==> config.mk <==
export PLATFORM = sky130hd
export DESIGN_NAME = huffman_packer
export DESIGN_NICKNAME = d
export VERILOG_FILES = /design/src/rtl/huffman_packer.sv
export SDC_FILE = /design/constraint.sdc
export NUM_CORES = 1
export LEC_CHECK = 0
export CORE_MARGIN = 4
export CORE_UTILIZATION = 25
export CTS_CLUSTER_DIAMETER = 50
export DETAILED_ROUTE_END_ITERATION = 16
export PLACE_DENSITY_LB_ADDON = 0.05
export SETUP_SLACK_MARGIN = 0.4
export SLEW_MARGIN = 20
export SYNTH_ARGS = -nofsm -noshare
export SYNTH_HDL_FRONTEND = slang
export SYNTH_SLANG_ARGS = --single-unit
==> constraint.sdc <==
create_clock -name clk -period 8 [get_ports clk]
set_input_delay 1.6 -clock clk [delete_from_list [all_inputs] [get_ports clk]]
set_output_delay 1.6 -clock clk [all_outputs]
set_load 0.05 [all_outputs]
==> src/rtl/huffman_packer.sv <==
// -----------------------------------------------------------------------------
// huffman_packer
//
// Back end of the Huffman code generator. A six-entry code table (HC1..HC6
// with masks M1..M6) is captured on the code_valid strobe. Incoming gray-level
// symbols 1..6 are then replaced by their variable-length codes, and those
// codes are packed MSB-first into bytes. On end-of-stream the final partial
// byte is zero-padded and a one-cycle done pulse follows the last byte.
//
// Ports
//   clk         in   single clock, rising edge
//   reset       in   asynchronous, active-low reset
//   code_valid  in   one-cycle table load strobe
//   HC1..HC6    in   [7:0] code for symbol k (low len bits meaningful)
//   M1..M6      in   [7:0] mask for symbol k, len = popcount(M), legal 1..5
//   sym_valid   in   symbol offered
//   sym_data    in   [7:0] symbol value, legal 1..6
//   sym_last    in   last symbol of the stream (qualified by handshake)
//   sym_ready   out  symbol accepted this cycle when sym_valid is high
//   out_valid   out  packed byte available
//   out_data    out  [7:0] packed byte, first code bit in bit 7
//   out_ready   in   downstream takes the byte
//   done        out  one-cycle pulse after the last byte of a stream
//   err         out  sticky illegal-symbol flag, cleared by reset/table load
//
// Optional feature (macro HUFF_PACK_BITCNT_EN):
//   bit_total   out  [15:0] saturating count of code bits appended since the
//                    last table load or done; absent when the macro is undefined.
// -----------------------------------------------------------------------------
module huffman_packer (
  input  logic        clk,
  input  logic        reset,
  input  logic        code_valid,
  input  logic [7:0]  HC1,
  input  logic [7:0]  HC2,
  input  logic [7:0]  HC3,
  input  logic [7:0]  HC4,
  input  logic [7:0]  HC5,
  input  logic [7:0]  HC6,
  input  logic [7:0]  M1,
  input  logic [7:0]  M2,
  input  logic [7:0]  M3,
  input  logic [7:0]  M4,
  input  logic [7:0]  M5,
  input  logic [7:0]  M6,
  input  logic        sym_valid,
  input  logic [7:0]  sym_data,
  input  logic        sym_last,
  output logic        sym_ready,
  output logic        out_valid,
  output logic [7:0]  out_data,
  input  logic        out_ready,
  output logic        done,
  output logic        err
`ifdef HUFF_PACK_BITCNT_EN
  ,
  output logic [15:0] bit_total
`endif
);

  typedef enum logic [1:0] {
    S_IDLE  = 2'd0,
    S_RUN   = 2'd1,
    S_FLUSH = 2'd2,
    S_DONE  = 2'd3
  } state_e;

  // Code length of a table entry; 0 marks an unusable entry (popcount 0 or >5).
  function automatic logic [2:0] code_len(input logic [7:0] m);
    logic [3:0] ones;
    ones = 4'd0;
    for (int i = 0; i < 8; i++) begin
      ones = ones + {3'b000, m[i]};
    end
    if (ones == 4'd0 || ones > 4'd5) begin
      code_len = 3'd0;
    end else begin
      code_len = ones[2:0];
    end
  endfunction

  state_e      state_q, state_d;
  logic [11:0] acc_q, acc_d;       // pending bits, oldest bit at [11]
  logic [3:0]  bitcnt_q, bitcnt_d; // 0..12 pending bits
  logic        err_q, err_d;
  logic [7:0]  hc_q [6];
  logic [7:0]  m_q  [6];

  logic        load_ok;
  logic        sym_fire;
  logic        byte_fire;
  logic        sym_in_range;
  logic [7:0]  sel_hc;
  logic [7:0]  sel_m;
  logic [2:0]  sym_len;
  logic        sym_legal;
  logic [11:0] code_ext;
  logic [3:0]  shamt;

  // Handshake-facing outputs depend only on registered state, so neither
  // valid/ready has a combinational path from the opposite side.
  assign sym_ready = (state_q == S_RUN) && (bitcnt_q < 4'd8);
  assign out_valid = ((state_q == S_RUN || state_q == S_FLUSH) && (bitcnt_q >= 4'd8)) ||
                     ((state_q == S_FLUSH) && (bitcnt_q != 4'd0));
  assign out_data  = acc_q[11:4];
  assign done      = (state_q == S_DONE);
  assign err       = err_q;

  assign sym_fire  = sym_valid && sym_ready;
  assign byte_fire = out_valid && out_ready;

  // A reload is only safe when no packed bits depend on the old table.
  assign load_ok = code_valid &&
                   ((state_q == S_IDLE) || (state_q == S_DONE) ||
                    ((state_q == S_RUN) && (bitcnt_q == 4'd0)));

  // Symbol lookup
  always_comb begin
    sel_hc       = 8'h00;
    sel_m        = 8'h00;
    sym_in_range = 1'b1;
    case (sym_data)
      8'd1: begin sel_hc = hc_q[0]; sel_m = m_q[0]; end
      8'd2: begin sel_hc = hc_q[1]; sel_m = m_q[1]; end
      8'd3: begin sel_hc = hc_q[2]; sel_m = m_q[2]; end
      8'd4: begin sel_hc = hc_q[3]; sel_m = m_q[3]; end
      8'd5: begin sel_hc = hc_q[4]; sel_m = m_q[4]; end
      8'd6: begin sel_hc = hc_q[5]; sel_m = m_q[5]; end
      default: sym_in_range = 1'b0;
    endcase
  end

  assign sym_len   = code_len(sel_m);
  assign sym_legal = sym_in_range && (sym_len != 3'd0);
  // Masking strips any junk above the code length before the code is placed.
  assign code_ext  = {4'h0, sel_hc & sel_m};
  // Place the new code directly behind the pending bits; bitcnt <= 7 and
  // len <= 5 whenever a symbol is accepted, so this never underflows.
  assign shamt     = 4'd12 - bitcnt_q - {1'b0, sym_len};

  // Next-state logic
  always_comb begin
    state_d  = state_q;
    acc_d    = acc_q;
    bitcnt_d = bitcnt_q;
    err_d    = err_q;

    if (load_ok) begin
      err_d = 1'b0;
    end

    case (state_q)
      S_IDLE: begin
        if (code_valid) begin
          state_d = S_RUN;
        end
      end

      S_RUN: begin
        if (sym_fire) begin
          if (sym_legal) begin
            acc_d    = acc_q | (code_ext << shamt);
            bitcnt_d = bitcnt_q + {1'b0, sym_len};
          end else begin
            err_d = 1'b1;
          end
          if (sym_last) begin
            state_d = S_FLUSH;
          end
        end else if (byte_fire) begin
          acc_d    = {acc_q[3:0], 8'h00};
          bitcnt_d = bitcnt_q - 4'd8;
        end
      end

      S_FLUSH: begin
        if (bitcnt_q == 4'd0) begin
          state_d = S_DONE;
        end else if (byte_fire) begin
          if (bitcnt_q >= 4'd8) begin
            acc_d    = {acc_q[3:0], 8'h00};
            bitcnt_d = bitcnt_q - 4'd8;
            if (bitcnt_q == 4'd8) begin
              state_d = S_DONE;
            end
          end else begin
            // Padded tail: bits below the pending ones are already zero.
            acc_d    = 12'h000;
            bitcnt_d = 4'd0;
            state_d  = S_DONE;
          end
        end
      end

      S_DONE: begin
        state_d = S_RUN;
      end

      default: begin
        state_d = S_IDLE;
      end
    endcase
  end

  // State and packing registers
  always_ff @(posedge clk or negedge reset) begin
    if (!reset) begin
      state_q  <= S_IDLE;
      acc_q    <= 12'h000;
      bitcnt_q <= 4'd0;
      err_q    <= 1'b0;
    end else begin
      state_q  <= state_d;
      acc_q    <= acc_d;
      bitcnt_q <= bitcnt_d;
      err_q    <= err_d;
    end
  end

  // Code table
  always_ff @(posedge clk or negedge reset) begin
    if (!reset) begin
      for (int k = 0; k < 6; k++) begin
        hc_q[k] <= 8'h00;
        m_q[k]  <= 8'h00;
      end
    end else if (load_ok) begin
      hc_q[0] <= HC1;
      hc_q[1] <= HC2;
      hc_q[2] <= HC3;
      hc_q[3] <= HC4;
      hc_q[4] <= HC5;
      hc_q[5] <= HC6;
      m_q[0]  <= M1;
      m_q[1]  <= M2;
      m_q[2]  <= M3;
      m_q[3]  <= M4;
      m_q[4]  <= M5;
      m_q[5]  <= M6;
    end
  end

`ifdef HUFF_PACK_BITCNT_EN
  logic [15:0] bit_total_q, bit_total_d;
  logic [16:0] bit_sum;

  always_comb begin
    bit_total_d = bit_total_q;
    if (load_ok || state_q == S_DONE) begin
      bit_total_d = 16'h0000;
    end
    bit_sum = {1'b0, bit_total_d} + {14'd0, sym_len};
    if (sym_fire && sym_legal) begin
      bit_total_d = bit_sum[16] ? 16'hFFFF : bit_sum[15:0];
    end
  end

  always_ff @(posedge clk or negedge reset) begin
    if (!reset) begin
      bit_total_q <= 16'h0000;
    end else begin
      bit_total_q <= bit_total_d;
    end
  end

  assign bit_total = bit_total_q;
`else
  // Bit counter not built in this configuration.
`endif

endmodule

==> metrics.cfg, run 1 <==
[clocking]
cts_buffers=17
cts.sinks=115
root_buffer=clkbuf_16
htree_levels=4
clk_path_buf_depth=2
cts.hold.buffers_added=0
path_clk_slew_ns=0.06
cts_tree=built
clk-insertion-delay-late_ns=0.41

[power_and_ir_drop]
pwr-share-clk=0.266
powerDensity_nw_per_um2=317
p_leak_nw=3.78
pwr-share-comb=0.381
p_int_mw=1.93
peakVddDrop_mv=0.121
sequentialPowerShare=0.352
switchingPower_mw=0.944
swShare=0.328

[die]
dieArea_um2=28300
start_util=0.254
die_y_um=168
die_w_um=168
core_area_um2=25300
num_io_pins=122
fp-row-count=58

[setup_path]
critPathKind=in2reg
r2r_start=m_q[0]$_DFFE_PN0P_
crit_path_start_kind=input port
worst-endpoint-required_ns=8.26
setup.worst_path.end_class=flip-flop
cpMaxStageDelayCell=fa_1
worstSetupStartpoint=sym_data[2]
critical_path_peak_fanout=15
slowest_delay_ns=0.48
worstPathArrival_ns=7.57
ff2ff_path_depth=27

[grt]
gr-total-overflow=0
grt_max_degree=72
antenna_found_initial=0
grt_pass1_wl_mm=30.5
track_usage=0.140
grt_pass1_vias=5400

[synth]
synth_area_um2=6420
synth-main-ff-cell=dfrtp_1
synth-edff-count=0
synth_area_per_cell_um2=11.5
synth_cell_types=74
netlist_instances=561
syn_nets=692
yosys_register_bits=115
yosys_warnings=0
ys_seq_area_frac=0.448
synthArstFlopShare=1.00

[routing]
antenna_left=0
viasPerCell=4.65
dr_total_vias=4911
routed_wirelength_mm=19.8
drc_errors=0
first_iter_violations=186
first_pass_iters=4
wl_per_cell_um=18.7

[flow_run]
drv_cap=0

[sta]
slew_headroom=0.373
fmax_mhz=137
finalSetupViolCount=0
skew_ns=0.0108
hold_ws_ns=0.489
fin_crit_ns=7.31
worst_pin_slew_ns=0.941
final_hold_viol_count=0
min_period_over_period=0.914
slew_viol_final=0
rsz0062_at_grt=false

[layout]
drive_above_1_share=0.320
area_growth_pct=41.4
nets=846
antenna_cells=0
postLayoutCoreUtil=0.360

[placed_design]
place_hpwl_mm=15.2
io_buffers=121
routabilityCongestion=0.823

[hold_path]
hold_path_class=reg2reg
whs_path_depth=1
worstHoldStart=err$_DFF_PN0_

[run_status]
status=complete, no violations

[power groups by stage]
| stage | clock network [mW] | registers (mW) | logic, mW |
|---|---|---|---|
| 6_report | 0.766 | 1.01 | 1.10 |
| 5_1_grt | 0.816 | 1.05 | 1.20 |
| 4_1_cts | 0.793 | 1.02 | 1.11 |
| 3_5_place_dp | 0 | 1.03 | 1.10 |
| 3_3_place_gp | 0 | 1.02 | 1.08 |
| 2_1_floorplan | 0 | 0.964 | 0.800 |
[critical path, delay by kind of cell]
kind	cells	cell delay, ns
AOI/OAI and AO/OA	6	1.11
xor gates and xnor gates	3	0.52
adders and majority gates	8	2.67
buffers and inverters	8	0.85
muxes	1	0.37
and+or+nand+nor	3	0.43
[what timing repair did]
action,in CTS,in global routing
pin swaps,18,21
buffers inserted,7,5
gates cloned,0,1
gates resized for setup,11,35
endpoints found under the setup margin,5,12
endpoints found under the hold margin,0,0
[per-stage QoR]
stage / worst slack [ns] / std cells / setup TNS, ns / power [mW] / area (um^2)
2_1_floorplan: 0.443 / 561 / 0 / 1.76 / 6440
3_3_place_gp: -0.00995 / 1013 / -0.00995 / 2.10 / 8170
3_5_place_dp: -0.155 / 1013 / -0.335 / 2.12 / 8170
4_1_cts: 0.413 / 1050 / 0 / 2.92 / 8880
5_1_grt: 0.376 / 1056 / 0 / 3.07 / 9080
6_report: 0.690 / 1056 / 0 / 2.88 / 9080
[state kept, by name, summed over array words and instances (netlist names)]
signal,count
hc_q,48
m_q,48
acc_q,12
bitcnt_q,4
state_q,2
err,1
[path summary, 6_finish.rpt]
check | slack, ns | to
worst min-delay path | 0.49 | err$_DFF_PN0_
worst max register to register | 1.98 | acc_q[8]$_DFFE_PN0P_
worst min register to register | 0.49 | err$_DFF_PN0_
worst max-delay path | 0.69 | acc_q[8]$_DFFE_PN0P_
max in group asynchronous | 5.44 | hc_q[1]$_DFFE_PN0P_
min in group asynchronous | 1.19 | hc_q[14]$_DFFE_PN0P_
[synth_stat cells (6+ instances only)]
cell      count  share of area
inv_1        35          0.020
buf_1         7         0.0041
dfrtp_1     115           0.45
a21oi_1      15          0.012
o21ai_0      18          0.014
buf_4        12          0.014
clkbuf_1      9         0.0053
a22oi_1       6         0.0070
a31oi_1       8         0.0078
and3_1        8         0.0078
o211ai_1      7         0.0082
fa_1          7          0.022
mux2_2      108           0.19
mux2i_1      20          0.031
nor2b_1       8         0.0078
nand2_1      31          0.018
nand3_1      12         0.0093
nor2_1       18          0.011
ha_1         14          0.027
buf_2         7         0.0055
[final cells by class]
| class | instances | area (um^2) |
|---|---|---|
| sequential | 115 | 2880 |
| timing repair buffer | 171 | 1650 |
| clock inverter | 9 | 131 |
| fill | 2513 | 16200 |
| multi-input combinational | 374 | 3410 |
| clock buffer | 21 | 460 |
| tap | 330 | 413 |
| inverter | 36 | 138 |
[placed cells by master (no fill, tap or decap), types with 3 or more instances in the layout]
cell type        count
o21ai_1              5
o211ai_1             7
a221o_1              3
a22oi_1              5
nor2_1              15
mux2i_1             20
a222oi_1             3
a31oi_1              8
mux2_2             108
and2_1               3
nor2_2               3
nand3_1             10
a211oi_1             5
bufinv_16            3
nand3b_1             4
dfrtp_1            115
ha_1                11
a21oi_1             15
clkdlybuf4s50_1    112
clkbuf_16           18
nor2b_1              7
o21ai_0             17
nor3_1               3
nand2b_1             5
dlymetal6s2s_1       7
and3_1               8
fa_1                 5
inv_1               30
inv_2                4
buf_4               46
nand2_1             30
clkinvlp_4           3
[kinds of logic after synthesis]
group	Yosys count	share of synthesized area
fa+ha+maj	22	0.0506
buf+inv	72	0.0516
flops	115	0.448
compound gates	100	0.110
mux	133	0.233
xor+xnor	5	0.00682
simple gates	114	0.0991
[metal layers]
metal,up-vias,GRT usage,routed length [um]
li1,2338,-,-
met1,2459,0.177,8690
met2,100,0.238,10100
met3,14,0.0317,699
met4,0,0.0423,285
met5,-,0,0
No activity file was read; power rests on OpenSTA's default activity.
==> run 2, diff against run 1 <==
- CORE_MARGIN: 4 -> default
- DONT_BUFFER_PORTS: default -> 1
- clock period: 8 -> 9 ns (I/O delays scaled with it)
==> metrics.cfg, run 2 (synthesis gave the netlist of run 1 again) <==
[run_status]
status=complete, no violations

[grt]
antenna_found_initial=3  ; +3
track_usage=0.148  ; +0.00774
grt_max_degree=116  ; +61%
gr-total-overflow=0  ; unchanged
grt_pass1_wl_mm=28.7  ; -5.8%
grt_pass1_vias=4662  ; -14%

[die]
die_y_um=162  ; -3.6%
dieArea_um2=26300  ; -7.0%
num_io_pins=122  ; unchanged
die_w_um=162  ; -3.6%
start_util=0.255  ; +0.000733
core_area_um2=25200  ; -0.29%
fp-row-count=58  ; unchanged

[routing]
dr_wl_met3_um=932  ; +33%
wl_per_cell_um=20.6  ; +10%
antenna_left=0  ; unchanged
highest-signal-layer=met5
routed_wirelength_mm=18.4  ; -6.8%
drc_errors=0  ; unchanged
first_pass_iters=5  ; +1
viasPerCell=4.84  ; +4.1%
dr_total_vias=4331  ; -12%
met1_length_mm=8.16  ; -6.1%
first_iter_violations=183  ; -1.6%
route.met2.wl_mm=9.06  ; -10%

[power_and_ir_drop]
powerDensity_nw_per_um2=333  ; +5.2%
peakVddDrop_mv=0.135  ; +12%
p_total_mw=2.44  ; -15%
p_leak_nw=3.00  ; -21%

[layout]
instances_no_fill=895  ; -15%
nets=681  ; -20%
reg_top3=hc_q: 48 flops, m_q: 48 flops, acc_q: 12 flops
area_growth_pct=13.8
most-common-layout-cells=dfrtp_1, mux2_2, inv_1
drive_above_1_share=0.286  ; -0.0336
layout_commonest_cell=dfrtp_1

[sta]
fin_ws_ns=1.04  ; +0.348 ns
fin_crit_ns=7.96
skew_ns=0.0102  ; -0.000524 ns
min_period_over_period=0.885
slew_headroom=0.279  ; -0.0941
fmax_mhz=126
worst_pin_slew_ns=1.08  ; +0.139 ns
fin_tns_setup_ns=0  ; unchanged
final_hold_viol_count=0  ; unchanged
finalSetupViolCount=0  ; unchanged
slew_viol_final=0  ; unchanged
hold_ws_ns=0.499  ; +0.0101 ns
rsz0062_at_grt=false

[clocking]
root_buffer=clkbuf_16
cts.sinks=115  ; unchanged
cts.hold.buffers_added=0  ; unchanged
postCtsSetupBuffers=0  ; -7
htree_levels=4  ; unchanged
cts_resized=0  ; -11
clk_path_buf_depth=2  ; unchanged
path_clk_slew_ns=0.06  ; about the same
cts_buffers=17  ; unchanged
clk-insertion-delay-late_ns=0.41  ; about the same
cts_tree=built

[placed_design]
routabilityCongestion=0.794  ; -3.6%
dp_slack_ns=0.640  ; +0.795 ns
io_buffers=0  ; -100%
place_hpwl_mm=13.3  ; -12%
placed_cells=861  ; -15%

[setup_path]
r2r_start=m_q[1]$_DFFE_PN0P_
worstReg2RegEnd=acc_q[8]$_DFFE_PN0P_
setup.worst_path.end_class=flip-flop
ff2ff_path_depth=27  ; unchanged
critPathKind=in2reg
worstSetupStartpoint=sym_data[5]
cp-endpoint=acc_q[8]$_DFFE_PN0P_
ff2ff_setup_slack_ns=2.47  ; +0.49 ns
worstPathArrival_ns=8.23  ; +0.66 ns
crit_path_start_kind=input port
worst-endpoint-required_ns=9.27  ; +1.01 ns
critical_path_peak_fanout=8  ; -7

[flow_run]
drv_cap=0  ; unchanged

[hold_path]
hold_path_class=reg2reg

## run 2: routing by layer
| layer | up-vias | global-route usage |
|---|---|---|
| met5 | - | 0 |
| met4 | 2 | 0.0429 |
| met3 | 15 | 0.0442 |
| met2 | 90 | 0.241 |
| met1 | 2203 | 0.187 |
| li1 | 2021 | - |
## run 2: final cells by class
| type | instances | area (um^2) |
|---|---|---|
| inverter | 36 | 135 |
| clock inverter | 14 | 176 |
| timing repair buffer | 6 | 45.0 |
| antenna | 2 | 5.00 |
| tap | 330 | 413 |
| fill | 2606 | 17900 |
| sequential | 115 | 2880 |
| multi-input combinational | 374 | 3220 |
| clock buffer | 18 | 439 |
## run 2: metrics by stage
| stage | utilization | instance area (um^2) |
|---|---|---|
| after global placement | 0.266 | 6690 |
| after floorplan | - | 6420 |
| final | 0.290 | 7310 |
| after global routing | 0.290 | 7310 |
| after detailed placement | 0.266 | 6690 |
| after CTS | 0.290 | 7310 |
## run 2: how the worst min path moves through the flow
| stage | start | end | slack, ns | cells after the start |
|---|---|---|---|---|
| detailed placement | hc_q[28]$_DFFE_PN0P_ | hc_q[28]$_DFFE_PN0P_ | 0.49 | 1 |
| global route | hc_q[8]$_DFFE_PN0P_ | hc_q[8]$_DFFE_PN0P_ | 0.52 | 1 |
| floorplan | acc_q[2]$_DFFE_PN0P_ | acc_q[2]$_DFFE_PN0P_ | 0.46 | 2 |
| finish | hc_q[28]$_DFFE_PN0P_ | hc_q[28]$_DFFE_PN0P_ | 0.50 | 1 |
| global placement | hc_q[28]$_DFFE_PN0P_ | hc_q[28]$_DFFE_PN0P_ | 0.48 | 1 |
| CTS | hc_q[28]$_DFFE_PN0P_ | hc_q[28]$_DFFE_PN0P_ | 0.50 | 1 |
## run 2: critical path, stage by stage
cell	delay [ns]
or4_4	0.61
or2_1	0.31
a211oi_2	0.35
inv_1	0.11
fa_1	0.51
fa_1	0.52
fa_1	0.48
inv_1	0.07
ha_1	0.16
inv_1	0.05
fa_1	0.41
xor2_1	0.19
o22a_1	0.22
nand2b_1	0.12
inv_1	0.05
ha_1	0.28
inv_1	0.06
ha_1	0.13
inv_1	0.04
fa_1	0.37
xnor2_1	0.26
xnor2_1	0.21
nor2_1	0.14
nor3_1	0.16
o221ai_1	0.15
o311ai_1	0.30
o221ai_1	0.14
## run 2: where the power goes
group / leakage (nW) / internal, mW / switching [mW] / total [mW]
registers: 1.38 / 0.762 / 0.164 / 0.926
clock network: 0.298 / 0.447 / 0.267 / 0.714
logic: 1.32 / 0.414 / 0.382 / 0.795
